===== src/rtl/crossing_request_scheduler.sv =====
// Pedestrian crossing request scheduler: synchronizes and debounces four kerb
// buttons, latches pending requests and issues round-robin request pulses to
// the crossing controller, enforcing a minimum car-green time between crossings.
module crossing_request_scheduler #(
    parameter int unsigned DEBOUNCE_CYCLES      = 500000,
    parameter int unsigned MIN_GREEN_CYCLES     = 250000000,
    parameter int unsigned START_TIMEOUT_CYCLES = 200000000
) (
    input  logic       clk,
    input  logic       rst,
    input  logic [3:0] btn_raw,
    input  logic       ped_green,
    output logic       ped_button_pressed,
    output logic [3:0] req_pending,
    output logic [1:0] served_id,
    output logic       busy,
    output logic       fault,
    output logic [7:0] req_count
);

    localparam int unsigned NB   = 4;
    localparam int unsigned DB_W = $clog2(DEBOUNCE_CYCLES + 1);
    localparam int unsigned MG_W = $clog2(MIN_GREEN_CYCLES + 1);
    localparam int unsigned TO_W = $clog2(START_TIMEOUT_CYCLES + 1);

    typedef enum logic [2:0] {
        S_MIN_GREEN,
        S_IDLE,
        S_ISSUE,
        S_WAIT_START,
        S_WAIT_END
    } state_e;

    logic [NB-1:0]   sync1_q, sync2_q;
    logic [NB-1:0]   deb_q, deb_d, deb_prev_q;
    logic [DB_W-1:0] db_cnt_q [NB];
    logic [DB_W-1:0] db_cnt_d [NB];
    logic [NB-1:0]   deb_rise;

    state_e          state_q, state_d;
    logic [MG_W-1:0] green_q, green_d;
    logic [TO_W-1:0] to_q, to_d;
    logic [1:0]      rr_ptr_q, rr_ptr_d;
    logic [1:0]      winner, cand;
    logic [NB-1:0]   pending_q, pending_d;
    logic [1:0]      served_q, served_d;
    logic            fault_q, fault_d;
    logic [7:0]      count_q, count_d;
    logic            pulse_q, busy_q;
    logic            pg_prev_q;
    logic            pg_rise, pg_fall, clear_pending;

    assign deb_rise = deb_q & ~deb_prev_q;
    assign pg_rise  = ped_green & ~pg_prev_q;
    assign pg_fall  = ~ped_green & pg_prev_q;

    // Per-bit debouncer: adopt the synchronized level after it disagrees long enough.
    always_comb begin
        deb_d = deb_q;
        for (int i = 0; i < NB; i++) begin
            db_cnt_d[i] = '0;
            if (sync2_q[i] != deb_q[i]) begin
                if (db_cnt_q[i] == DB_W'(DEBOUNCE_CYCLES - 1)) begin
                    deb_d[i] = sync2_q[i];
                end else begin
                    db_cnt_d[i] = db_cnt_q[i] + DB_W'(1);
                end
            end
        end
    end

    // Synchronizer, debouncer and edge-history registers.
    always_ff @(posedge clk or posedge rst) begin
        if (rst) begin
            sync1_q    <= '0;
            sync2_q    <= '0;
            deb_q      <= '0;
            deb_prev_q <= '0;
            pg_prev_q  <= 1'b0;
            for (int i = 0; i < NB; i++) begin
                db_cnt_q[i] <= '0;
            end
        end else begin
            sync1_q    <= btn_raw;
            sync2_q    <= sync1_q;
            deb_q      <= deb_d;
            deb_prev_q <= deb_q;
            pg_prev_q  <= ped_green;
            for (int i = 0; i < NB; i++) begin
                db_cnt_q[i] <= db_cnt_d[i];
            end
        end
    end

    // Round-robin pick: first pending bit at or after the pointer, wrapping.
    always_comb begin
        winner = rr_ptr_q;
        cand   = rr_ptr_q;
        for (int i = NB - 1; i >= 0; i--) begin
            cand = rr_ptr_q + 2'(i);
            if (pending_q[cand]) begin
                winner = cand;
            end
        end
    end

    // Next-state logic for the crossing sequence and its bookkeeping.
    always_comb begin
        state_d       = state_q;
        green_d       = green_q;
        to_d          = to_q;
        rr_ptr_d      = rr_ptr_q;
        served_d      = served_q;
        fault_d       = fault_q;
        count_d       = count_q;
        clear_pending = 1'b0;
        case (state_q)
            S_MIN_GREEN: begin
                if (green_q == MG_W'(MIN_GREEN_CYCLES - 1)) begin
                    state_d = S_IDLE;
                    green_d = '0;
                end else begin
                    green_d = green_q + MG_W'(1);
                end
            end
            S_IDLE: begin
                if (|pending_q) begin
                    state_d = S_ISSUE;
                end
            end
            S_ISSUE: begin
                served_d = winner;
                rr_ptr_d = winner + 2'd1;
                to_d     = '0;
                state_d  = S_WAIT_START;
            end
            S_WAIT_START: begin
                if (pg_rise) begin
                    clear_pending = 1'b1;
                    count_d       = (count_q == 8'hFF) ? count_q : count_q + 8'd1;
                    state_d       = S_WAIT_END;
                end else if (to_q == TO_W'(START_TIMEOUT_CYCLES - 1)) begin
                    fault_d = 1'b1;
                    green_d = '0;
                    state_d = S_MIN_GREEN;
                end else begin
                    to_d = to_q + TO_W'(1);
                end
            end
            S_WAIT_END: begin
                if (pg_fall) begin
                    green_d = '0;
                    state_d = S_MIN_GREEN;
                end
            end
            default: begin
                green_d = '0;
                state_d = S_MIN_GREEN;
            end
        endcase
        // A new press landing on the clearing cycle survives.
        pending_d = (clear_pending ? '0 : pending_q) | deb_rise;
    end

    // Scheduler state and registered outputs.
    always_ff @(posedge clk or posedge rst) begin
        if (rst) begin
            state_q   <= S_MIN_GREEN;
            green_q   <= '0;
            to_q      <= '0;
            rr_ptr_q  <= '0;
            pending_q <= '0;
            served_q  <= '0;
            fault_q   <= 1'b0;
            count_q   <= '0;
            pulse_q   <= 1'b0;
            busy_q    <= 1'b1;
        end else begin
            state_q   <= state_d;
            green_q   <= green_d;
            to_q      <= to_d;
            rr_ptr_q  <= rr_ptr_d;
            pending_q <= pending_d;
            served_q  <= served_d;
            fault_q   <= fault_d;
            count_q   <= count_d;
            pulse_q   <= (state_d == S_ISSUE);
            busy_q    <= (state_d != S_IDLE);
        end
    end

    assign ped_button_pressed = pulse_q;
    assign req_pending        = pending_q;
    assign served_id          = served_q;
    assign busy               = busy_q;
    assign fault              = fault_q;
    assign req_count          = count_q;

endmodule


===== config.mk =====
export PLATFORM = sky130hd
export DESIGN_NAME = crossing_request_scheduler
export DESIGN_NICKNAME = d
export VERILOG_FILES = /design/src/rtl/crossing_request_scheduler.sv
export SDC_FILE = /design/constraint.sdc
export NUM_CORES = 1
export LEC_CHECK = 0
export BUFFER_PORTS_ARGS = -buffer_cell sky130_fd_sc_hd__buf_4
export CAP_MARGIN = 5
export CORE_MARGIN = 5
export CORE_UTILIZATION = 35
export DETAILED_ROUTE_END_ITERATION = 16
export PLACE_DENSITY = 0.56
export SYNTH_ARGS = -nofsm -noshare
export SYNTH_HDL_FRONTEND = slang
export SYNTH_SLANG_ARGS = --single-unit
export TNS_END_PERCENT = 5

===== constraint.sdc =====
create_clock -name clk -period 15.3 [get_ports clk]
set_clock_uncertainty 0.05 [all_clocks]
set_input_delay 3.06 -clock clk [delete_from_list [all_inputs] [get_ports clk]]
set_output_delay 3.06 -clock clk [all_outputs]
set_load 0.03 [all_outputs]

==> results of run 1 <==
## layout make-up
type / instances / area [um2]
Sequential cell: 171 / 4280
Tap cell: 319 / 399
Inverter: 21 / 83.8
Clock inverter: 12 / 118
Timing Repair Buffer: 31 / 233
Fill cell: 2336 / 14000
Clock buffer: 20 / 447
Multi-Input combinational cell: 639 / 3790
## registers in the layout, summed over array words and instances (netlist names)
name and cells:
db_cnt_q 76, green_q 28, to_q 28, req_count 8
deb_prev_q 4, deb_q 4, req_pending 4, sync1_q 4
sync2_q 4, state_q 3, rr_ptr_q 2, served_id 2
busy 1, fault 1, ped_button_pressed 1, pg_prev_q 1
## logic make-up (layout without fill, tap and decap cells)
kind of cell / count (synthesis) / count (layout) / synth area share [%]
muxes: 1 / 1 / 0.136
AOI/OAI and AO/OA: 102 / 102 / 7.01
DFF: 171 / 171 / 51.9
and+or+nand+nor: 428 / 428 / 27.0
xor gates and xnor gates: 101 / 101 / 10.7
adders and majority gates: 7 / 7 / 1.06
buffers and inverters: 46 / 84 / 2.21
## stage by stage
| stage | std cells | cell area (um2) |
|---|---|---|
| 6_report | 1213 | 9350 |
| 3_5_place_dp | 1181 | 8780 |
| 4_1_cts | 1213 | 9350 |
| 5_1_grt | 1213 | 9350 |
| 2_1_floorplan | 856 | 8250 |
| 3_3_place_gp | 1181 | 8780 |
## layout by cell type, fill, tap and decap left out, drive strengths merged, types with 8 or more instances in the layout
| cell type | instances |
|---|---|
| dfrtp | 170 |
| nor2 | 135 |
| nand2 | 69 |
| xor2 | 62 |
| o21ai | 50 |
| nand3 | 46 |
| nand4 | 41 |
| xnor2 | 39 |
| buf | 31 |
| a21oi | 25 |
| inv | 22 |
| clkbuf | 20 |
| or3 | 19 |
| and3 | 18 |
| and4 | 16 |
| nor4 | 14 |
| and2 | 13 |
| nor3 | 11 |
| o31ai | 10 |
| or4 | 8 |
## power by group
group / internal (mW) / leakage (nW) / total, mW / switching (mW)
sequential: 0.484 / 2.33 / 0.527 / 0.0427
combinational: 0.0792 / 1.38 / 0.240 / 0.161
clock: 0.230 / 0.263 / 0.410 / 0.180
total: 0.793 / 3.98 / 1.18 / 0.384
## metal layers
layer / vias up / part of all wire, % / track usage, % / wire (um)
li1: 3035 / - / - / -
met1: 2942 / 51 / 18.4 / 8340
met2: 63 / 45 / 20.1 / 7350
met3: 8 / 3.2 / 3.56 / 529
met4: 0 / 0.66 / 2.74 / 108
met5: - / 0 / 0 / 0
## worst max-delay path, cell delays in order
cell and delay [ns]:
sky130_fd_sc_hd__buf_4 0.12, sky130_fd_sc_hd__inv_6 0.27, sky130_fd_sc_hd__buf_4 0.83, sky130_fd_sc_hd__buf_4 0.71
## worst paths after layout
check | slack, ns | start | depth (start not counted) | to
setup / recovery | 10.68 | rst | 4 | db_cnt_q[41]$_DFF_PP0_
hold / removal | 0.30 | sync1_q[1]$_DFF_PP0_ | 0 | sync2_q[1]$_DFF_PP0_
setup reg to reg | 12.64 | to_q[0]$_DFFE_PP0P_ | 7 | green_q[20]$_DFFE_PP0P_
hold reg to reg | 0.30 | sync1_q[1]$_DFF_PP0_ | 0 | sync2_q[1]$_DFF_PP0_
max in group clk | 10.77 | ped_green | 8 | green_q[3]$_DFFE_PP0P_
min in group asynchronous | 2.59 | rst | 2 | to_q[4]$_DFFE_PP0P_
## synth_stat cells, types with 7 or more instances
master and n:
sky130_fd_sc_hd__dfrtp_1 170, sky130_fd_sc_hd__nor2_1 135, sky130_fd_sc_hd__nand2_1 69, sky130_fd_sc_hd__xor2_1 62
sky130_fd_sc_hd__nand3_1 45, sky130_fd_sc_hd__nand4_1 40, sky130_fd_sc_hd__xnor2_1 39, sky130_fd_sc_hd__o21ai_0 36
sky130_fd_sc_hd__a21oi_1 25, sky130_fd_sc_hd__inv_1 21, sky130_fd_sc_hd__or3_1 19, sky130_fd_sc_hd__and3_1 17
sky130_fd_sc_hd__and4_1 16, sky130_fd_sc_hd__clkbuf_1 16, sky130_fd_sc_hd__o21ai_1 14, sky130_fd_sc_hd__nor4_1 13
sky130_fd_sc_hd__and2_1 12, sky130_fd_sc_hd__nor3_1 11, sky130_fd_sc_hd__o31ai_1 10, sky130_fd_sc_hd__ha_1 7
sky130_fd_sc_hd__nor2b_1 7, sky130_fd_sc_hd__nor4b_1 7, sky130_fd_sc_hd__or4_1 7
==> results.cfg, run 1 <==
[route]
routed_wl_mm = 16.3
avg_wl_per_cell_um = 13.5
initialDrtViolationCount = 360
postRouteAntennaNets = 0
detail_route.vias_per_cell = 4.99
firstDrtPassIters = 4
dr_vias = 6048
drc = 0

[floorplanning]
core_area_mm2 = 0.0233
die_x_um = 164
floorplan.die_area_mm2 = 0.0267
die_h_um = 164
floorplan.rows = 56
io_pins = 24
initial_core_util_pct = 35.4

[logic_synthesis]
synth-async-reset-ratio_pct = 100
netlist-cell-type-count = 52
top_area_cells_in_the_synthesized_netlist = sky130_fd_sc_hd__dfrtp_1, sky130_fd_sc_hd__xor2_1, sky130_fd_sc_hd__nor2_1
post-synth-top-area-cell = sky130_fd_sc_hd__dfrtp_1
ys.flop_type = sky130_fd_sc_hd__dfrtp_1
yosysSeqAreaShare_pct = 51.9
synthesis.area_mm2 = 0.00825
postSynthRegisterBits = 171
synth-edff-count = 0
syn-instance-count = 856
synthesis.area_per_instance_um2 = 9.64
mappedNetlistNets = 870
yosysTopAreaCellShare_pct = 51.6
yosys_warnings = 0

[clock_tree]
postCtsHoldBufs = 0
tritoncts_num_sinks = 171
root_buffer = sky130_fd_sc_hd__clkbuf_16
insertion_delay_to_the_later_sink_of_the_worst_skew_pair_ns = 0.42
cts_tree = built
number_of_resized_instances_in_the_post_cts_repair_step = 0
cts_made_buffers = 17
post-cts-setup-buffer-count = 0
clock_tree.htree_level_count = 4
path_clk_slew_ns = 0.06
clock_path_buffers = 2

[power]
total_power_mw = 1.18
max-vdd-ir-drop_mv = 0.0643
static-leakage-power_nw = 3.98
power_density_mw_per_mm2 = 126

[global_routing]
grt_antenna_before_repair = 0
global_route_wire_length_before_repair_mm = 28.7
first_global_vias = 5922
global_route.overflow_total = 0
globalRouteTotalUtil_pct = 13.0
grt_start_max_net_pins = 80

[job]
cap_viol_max_count = 0

[finish]
finish.utilization_pct = 40.1
nets = 895
antenna-diode-count = 0
layout-area-overhead-vs-synth_pct = 13.3
layout-drive-gt1-share_pct = 8.39

[placement]
gp_congestion = 0.777
setup_slack_placement_ns = 10.07
place.port_buffers = 23
detailedPlacementHpwl_mm = 10.8

[timing]
finalSetupViolations = 0
period_utilisation_layout_pct = 30.2
period_needed_ns = 4.62
slew_headroom_pct = 34.8
timing_max_transition_violations_final = 0
layout_setup_ws_ns = 10.68
max_clock_freq_mhz = 216
finalHoldViolations = 0
worst-slew-pin-transition_ns = 0.978
rsz0062_at_grt = false
timing.setup.tns_ns = 0
hold_ws_ns = 0.298

[hold_path]
hold_path.class = reg -> reg

[setup_path]
end_kind = asynchronous set/reset pin
critPathRequiredTime_ns = 15.73
crit_path_kind = in -> async
worstPathArrival_ns = 5.05
worstSetupStartpointType = input pin
worstPathMaxFanout = 79

[outcome]
outcome = finished clean
(Power assumes the default switching activity.)
==> run 2, diff against run 1 <==
- clock period: 15.3 -> 4.85 ns (I/O delays scaled with it)
==> run 2 against run 1 <==
Final area rose by 1.1%. Clock power rose to 3.6 times the previous value. Critical endpoint is now green_q[18]$_DFFE_PP0P_. Critical path type is now reg -> reg. Count of clock-buffer cells in the layout rose by 2. Worst setup slack got worse by 8.5 ns.
==> results.cfg, run 2 (same netlist as run 1, synthesis figures left out) <==
[finish]
layout-drive-gt1-share_pct = 8.50
layout-area-overhead-vs-synth_pct = 14.6
top_registers = db_cnt_q (76), green_q (28), to_q (28)
most_flop_heavy_register = db_cnt_q
final_cell_mix = sky130_fd_sc_hd__dfrtp_1, sky130_fd_sc_hd__nor2_1, sky130_fd_sc_hd__nand2_1
n_fill_cell = 2290
antenna-diode-count = 0
nets = 895
largest_register_ffs = 76
commonest_non_fill_non_tap_cell_in_the_layout = sky130_fd_sc_hd__dfrtp_1
fin_area_mm2 = 0.00945

[route]
firstDrtPassIters = 4
initialDrtViolationCount = 437
postRouteAntennaNets = 0
detail_route.vias_per_cell = 4.97
routed_wl_mm = 16.3
dr_vias = 6027
drc = 0
avg_wl_per_cell_um = 13.4

[timing]
max_clock_freq_mhz = 378
finalSetupViolations = 0
period_needed_ns = 2.64
period_utilisation_layout_pct = 54.5
timing.setup.tns_ns = 0
worst-slew-pin-transition_ns = 0.976
timing_max_transition_violations_final = 0
finalHoldViolations = 0
rsz0062_at_grt = false
slew_headroom_pct = 35.0
hold_ws_ns = 0.299

[setup_path]
worstPathArrival_ns = 2.86
regToRegEndpoint = green_q[18]$_DFFE_PP0P_
rrSetupSlack_ns = 2.21
critPathRequiredTime_ns = 5.07
worstPathMaxFanout = 17
crit_path_kind = reg -> reg
end_kind = register
ff_to_ff_start = green_q[0]$_DFFE_PP0P_
r2r_cells = 7
worstSetupStartpointType = register

[hold_path]
hold_path_startpoint = sync1_q[0]$_DFF_PP0_
min_delay_worst_endpoint = sync2_q[0]$_DFF_PP0_
holdPathStages = 0
hold_path.class = reg -> reg

[floorplanning]
io_pins = 24
die_h_um = 164
floorplan.rows = 56
die_x_um = 164
floorplan.die_area_mm2 = 0.0267
core_area_mm2 = 0.0233
initial_core_util_pct = 35.4

[power]
total_power_mw = 3.90
max-vdd-ir-drop_mv = 0.223
static-leakage-power_nw = 4.03
power_density_mw_per_mm2 = 413

[job]
cap_viol_max_count = 0

[global_routing]
grt_antenna_before_repair = 0
first_global_vias = 5855
global_route.overflow_total = 0
global_route_wire_length_before_repair_mm = 28.6
globalRouteTotalUtil_pct = 12.9
grt_start_max_net_pins = 70

[placement]
place.port_buffers = 23
detailedPlacementHpwl_mm = 10.9
gp_congestion = 0.752
post_dp_cell_area_mm2 = 0.00881

[outcome]
outcome = finished clean

[clock_tree]
path_clk_slew_ns = 0.06
clock_tree.htree_level_count = 4
postCtsHoldBufs = 0
cts_made_buffers = 17
insertion_delay_to_the_later_sink_of_the_worst_skew_pair_ns = 0.42
clock_path_buffers = 2
root_buffer = sky130_fd_sc_hd__clkbuf_16
number_of_resized_instances_in_the_post_cts_repair_step = 0
tritoncts_num_sinks = 171
post-cts-setup-buffer-count = 0
cts_tree = built
==> run 2: critical path, stage by stage (launching register included) <==
cell	delay (ns)
sky130_fd_sc_hd__dfrtp_1	0.41
sky130_fd_sc_hd__ha_1	0.24
sky130_fd_sc_hd__nand3_1	0.14
sky130_fd_sc_hd__or3_1	0.41
sky130_fd_sc_hd__or4_1	0.41
sky130_fd_sc_hd__nor2_1	0.10
sky130_fd_sc_hd__o31a_1	0.61
sky130_fd_sc_hd__nor2_1	0.12
==> run 2: worst max-delay path by stage <==
stage	start	end	cells after the start
5_1_grt	to_q[0]$_DFFE_PP0P_	green_q[18]$_DFFE_PP0P_	7
6_report	green_q[0]$_DFFE_PP0P_	green_q[18]$_DFFE_PP0P_	7
4_1_cts	to_q[2]$_DFFE_PP0P_	green_q[8]$_DFFE_PP0P_	6
3_3_place_gp	ped_green	green_q[3]$_DFFE_PP0P_	8
3_5_place_dp	ped_green	green_q[3]$_DFFE_PP0P_	8
2_1_floorplan	rst	db_cnt_q[0]$_DFF_PP0_	1
==> run 2: metal layers <==
metal / wire [um] / track usage (%)
met3: 500 / 3.48
met5: 0 / 0
met4: 109 / 3.01
met2: 7220 / 19.8
met1: 8460 / 18.2
==> run 2: final cells by class <==
type                    instances  area, um2  share of cell area, %
clock buffers                  22        484                   5.12
clock inverters                10        160                   1.69
inverters                      21       82.6                  0.874
multi-input cells             639       3790                   40.1
flip-flops and latches        171       4280                   45.3
well taps                     319        399                   4.22
repair buffers                 31        258                   2.73
==> run 2: power breakdown <==
group / switching [mW] / leakage, nW / total (mW) / internal, mW
clock network: 0.564 / 0.317 / 1.48 / 0.920
registers: 0.133 / 2.33 / 1.66 / 1.53
logic: 0.508 / 1.39 / 0.760 / 0.252
==> run 2: stage by stage <==
stage	std cells	utilization, %	setup slack [ns]
after floorplan	856	-	1.65
after global placement	1181	37.8	2.05
after detailed placement	1181	37.8	2.02
after CTS	1213	40.5	2.15
after global routing	1213	40.5	1.98
final	1213	40.5	2.21
==> run 3, diff against run 2 <==
- PLACE_DENSITY: 0.56 -> 0.58
- clock period: 4.85 -> 2.38 ns (I/O delays scaled with it)
==> run 3 against run 2 <==
Count of clock-buffer cells in the layout stayed put. Final area is 0.95% higher. Wire length is 0.93% higher. Combinational power is 130% higher. Hold slack worse by 0.20 ns. First-iteration DRC count is 11% lower. Via count is 1.7% higher. Fmax is 16% higher. Non-clock buffer count is 20 higher. Die area stayed put. Utilization is 0.39 points higher. Total power is 100% higher. Critical path type unchanged.
==> results.cfg, run 3 (same netlist as run 1, synthesis figures left out) <==
[outcome]
outcome = finished clean

[placement]
detailedPlacementHpwl_mm = 11.3
place.port_buffers = 23
setup_slack_placement_ns = 0.0929
gp_congestion = 0.791
dpl.cell_count = 1201

[finish]
layout-area-overhead-vs-synth_pct = 15.7
n_fill_cell = 2277
antenna-diode-count = 0
top_registers = db_cnt_q (76), green_q (28), to_q (28)
finish.utilization_pct = 40.9
largest_register_ffs = 76
final_cell_mix = sky130_fd_sc_hd__dfrtp_1, sky130_fd_sc_hd__nor2_1, sky130_fd_sc_hd__nand2_1
layout-drive-gt1-share_pct = 10.5
fin_cells = 1232
commonest_non_fill_non_tap_cell_in_the_layout = sky130_fd_sc_hd__dfrtp_1
most_flop_heavy_register = db_cnt_q
nets = 915

[global_routing]
grt_start_max_net_pins = 110
global_route_wire_length_before_repair_mm = 28.6
grt_antenna_before_repair = 0
first_global_vias = 5975
global_route.overflow_total = 0
globalRouteTotalUtil_pct = 12.9

[setup_path]
ff_to_ff_start = state_q[1]$_DFF_PP0_
end_kind = register
critical_path.max_stage_delay_ns = 0.49
cell_with_the_largest_stage_delay_on_the_worst_path = sky130_fd_sc_hd__dfrtp_1
regToRegEndpoint = green_q[25]$_DFFE_PP0P_
r2r_cells = 6
worstPathMaxFanout = 12
critPathRequiredTime_ns = 2.67
worstPathArrival_ns = 2.57
worstSetupStartpointType = register
timing.critical_path.cells = nor2b_1, o31a_1, nor2_1, nand4_1, or3_1, a21oi_1
rrSetupSlack_ns = 0.10
crit_path_kind = reg -> reg

[floorplanning]
die_x_um = 164
die_h_um = 164
floorplan.die_area_mm2 = 0.0267
io_pins = 24
core_area_mm2 = 0.0233
floorplan.rows = 56
initial_core_util_pct = 35.4

[timing]
worst-slew-pin-transition_ns = 0.630
period_utilisation_layout_pct = 95.6
slew_headroom_pct = 57.6
layout_setup_ws_ns = 0.104
timing_max_transition_violations_final = 0
max_clock_freq_mhz = 439
timing.setup.tns_ns = 0
rsz0062_at_grt = false
finalSetupViolations = 0
finalHoldViolations = 0
period_needed_ns = 2.28

[power]
power_density_mw_per_mm2 = 823
max-vdd-ir-drop_mv = 0.445
static-leakage-power_nw = 4.09

[route]
drc = 0
initialDrtViolationCount = 391
dr_vias = 6131
routed_wl_mm = 16.4
firstDrtPassIters = 5
detail_route.vias_per_cell = 4.98
avg_wl_per_cell_um = 13.3
postRouteAntennaNets = 0

[hold_path]
min_delay_worst_endpoint = sync1_q[0]$_DFF_PP0_
hold_path_startpoint = btn_raw[0]
hold_path.class = in -> reg
holdPathStages = 1

[clock_tree]
clock_tree.htree_level_count = 4
root_buffer = sky130_fd_sc_hd__clkbuf_16
cts_made_buffers = 17
clock_path_buffers = 2
tritoncts_num_sinks = 171
path_clk_slew_ns = 0.07
post-cts-setup-buffer-count = 0
cts_tree = built
insertion_delay_to_the_later_sink_of_the_worst_skew_pair_ns = 0.42

[job]
cap_viol_max_count = 0
[run 3: changes by cell type in the layout (fill, tap and decap cells not counted), sizes merged]
cell      previous run  this run
buf                 31        51
bufinv               4         2
clkinv               3         1
clkinvlp             2         5
[run 3: timing repair]
item                                    4_1_cts  5_1_grt
endpoints found under the setup margin        0       17
hold buffers                                  0        0
resized for setup                             0        3
[run 3: worst max path at each step]
stage | startpoint | cells past startpoint | end
floorplan | rst | 1 | db_cnt_q[0]$_DFF_PP0_
global placement | green_q[0]$_DFFE_PP0P_ | 8 | green_q[14]$_DFFE_PP0P_
detailed placement | ped_green | 7 | green_q[25]$_DFFE_PP0P_
CTS | green_q[0]$_DFFE_PP0P_ | 8 | green_q[21]$_DFFE_PP0P_
global route | green_q[0]$_DFFE_PP0P_ | 8 | green_q[3]$_DFFE_PP0P_
finish | state_q[1]$_DFF_PP0_ | 6 | green_q[25]$_DFFE_PP0P_
[run 3: per-layer routing]
layer | GRT usage, % | vias up | part of all wire, %
met4 | 3.09 | 0 | 0.99
met1 | 18.1 | 2969 | 51
met2 | 20.0 | 65 | 44
met5 | 0 | - | 0
met3 | 3.56 | 14 | 3.2
li1 | - | 3083 | -
[run 3: area by class of cell]
class | instances | area, um2 | share of cell area, %
clock buffer | 22 | 474 | 4.97
clock inverter | 9 | 113 | 1.18
inverter | 21 | 82.6 | 0.865
multi-input combinational | 639 | 3790 | 39.8
sequential | 171 | 4280 | 44.9
tap | 319 | 399 | 4.18
timing repair buffer | 51 | 399 | 4.18
[run 3: power breakdown]
group	internal, mW	leakage, nW	switching (mW)
sequential	3.11	2.33	0.247
combinational	0.642	1.48	1.08
clock	1.63	0.275	1.14
total	5.38	4.09	2.47
[run 3: per-stage QoR]
step	cell area [um2]	hold WS, ns	power [mW]
after floorplan	8250	0.281	4.48
after global placement	8950	0.284	5.12
after detailed placement	8950	0.289	5.14
after CTS	9530	0.0797	7.95
after global routing	9540	0.0788	8.29
final	9540	0.101	7.85
[run 3: critical path: cells and delay by family, from the launching register on]
kind	cells	cell delay, ns
DFF	1	0.49
and+or+nand+nor	4	1.19
AOI/OAI and AO/OA	2	0.47
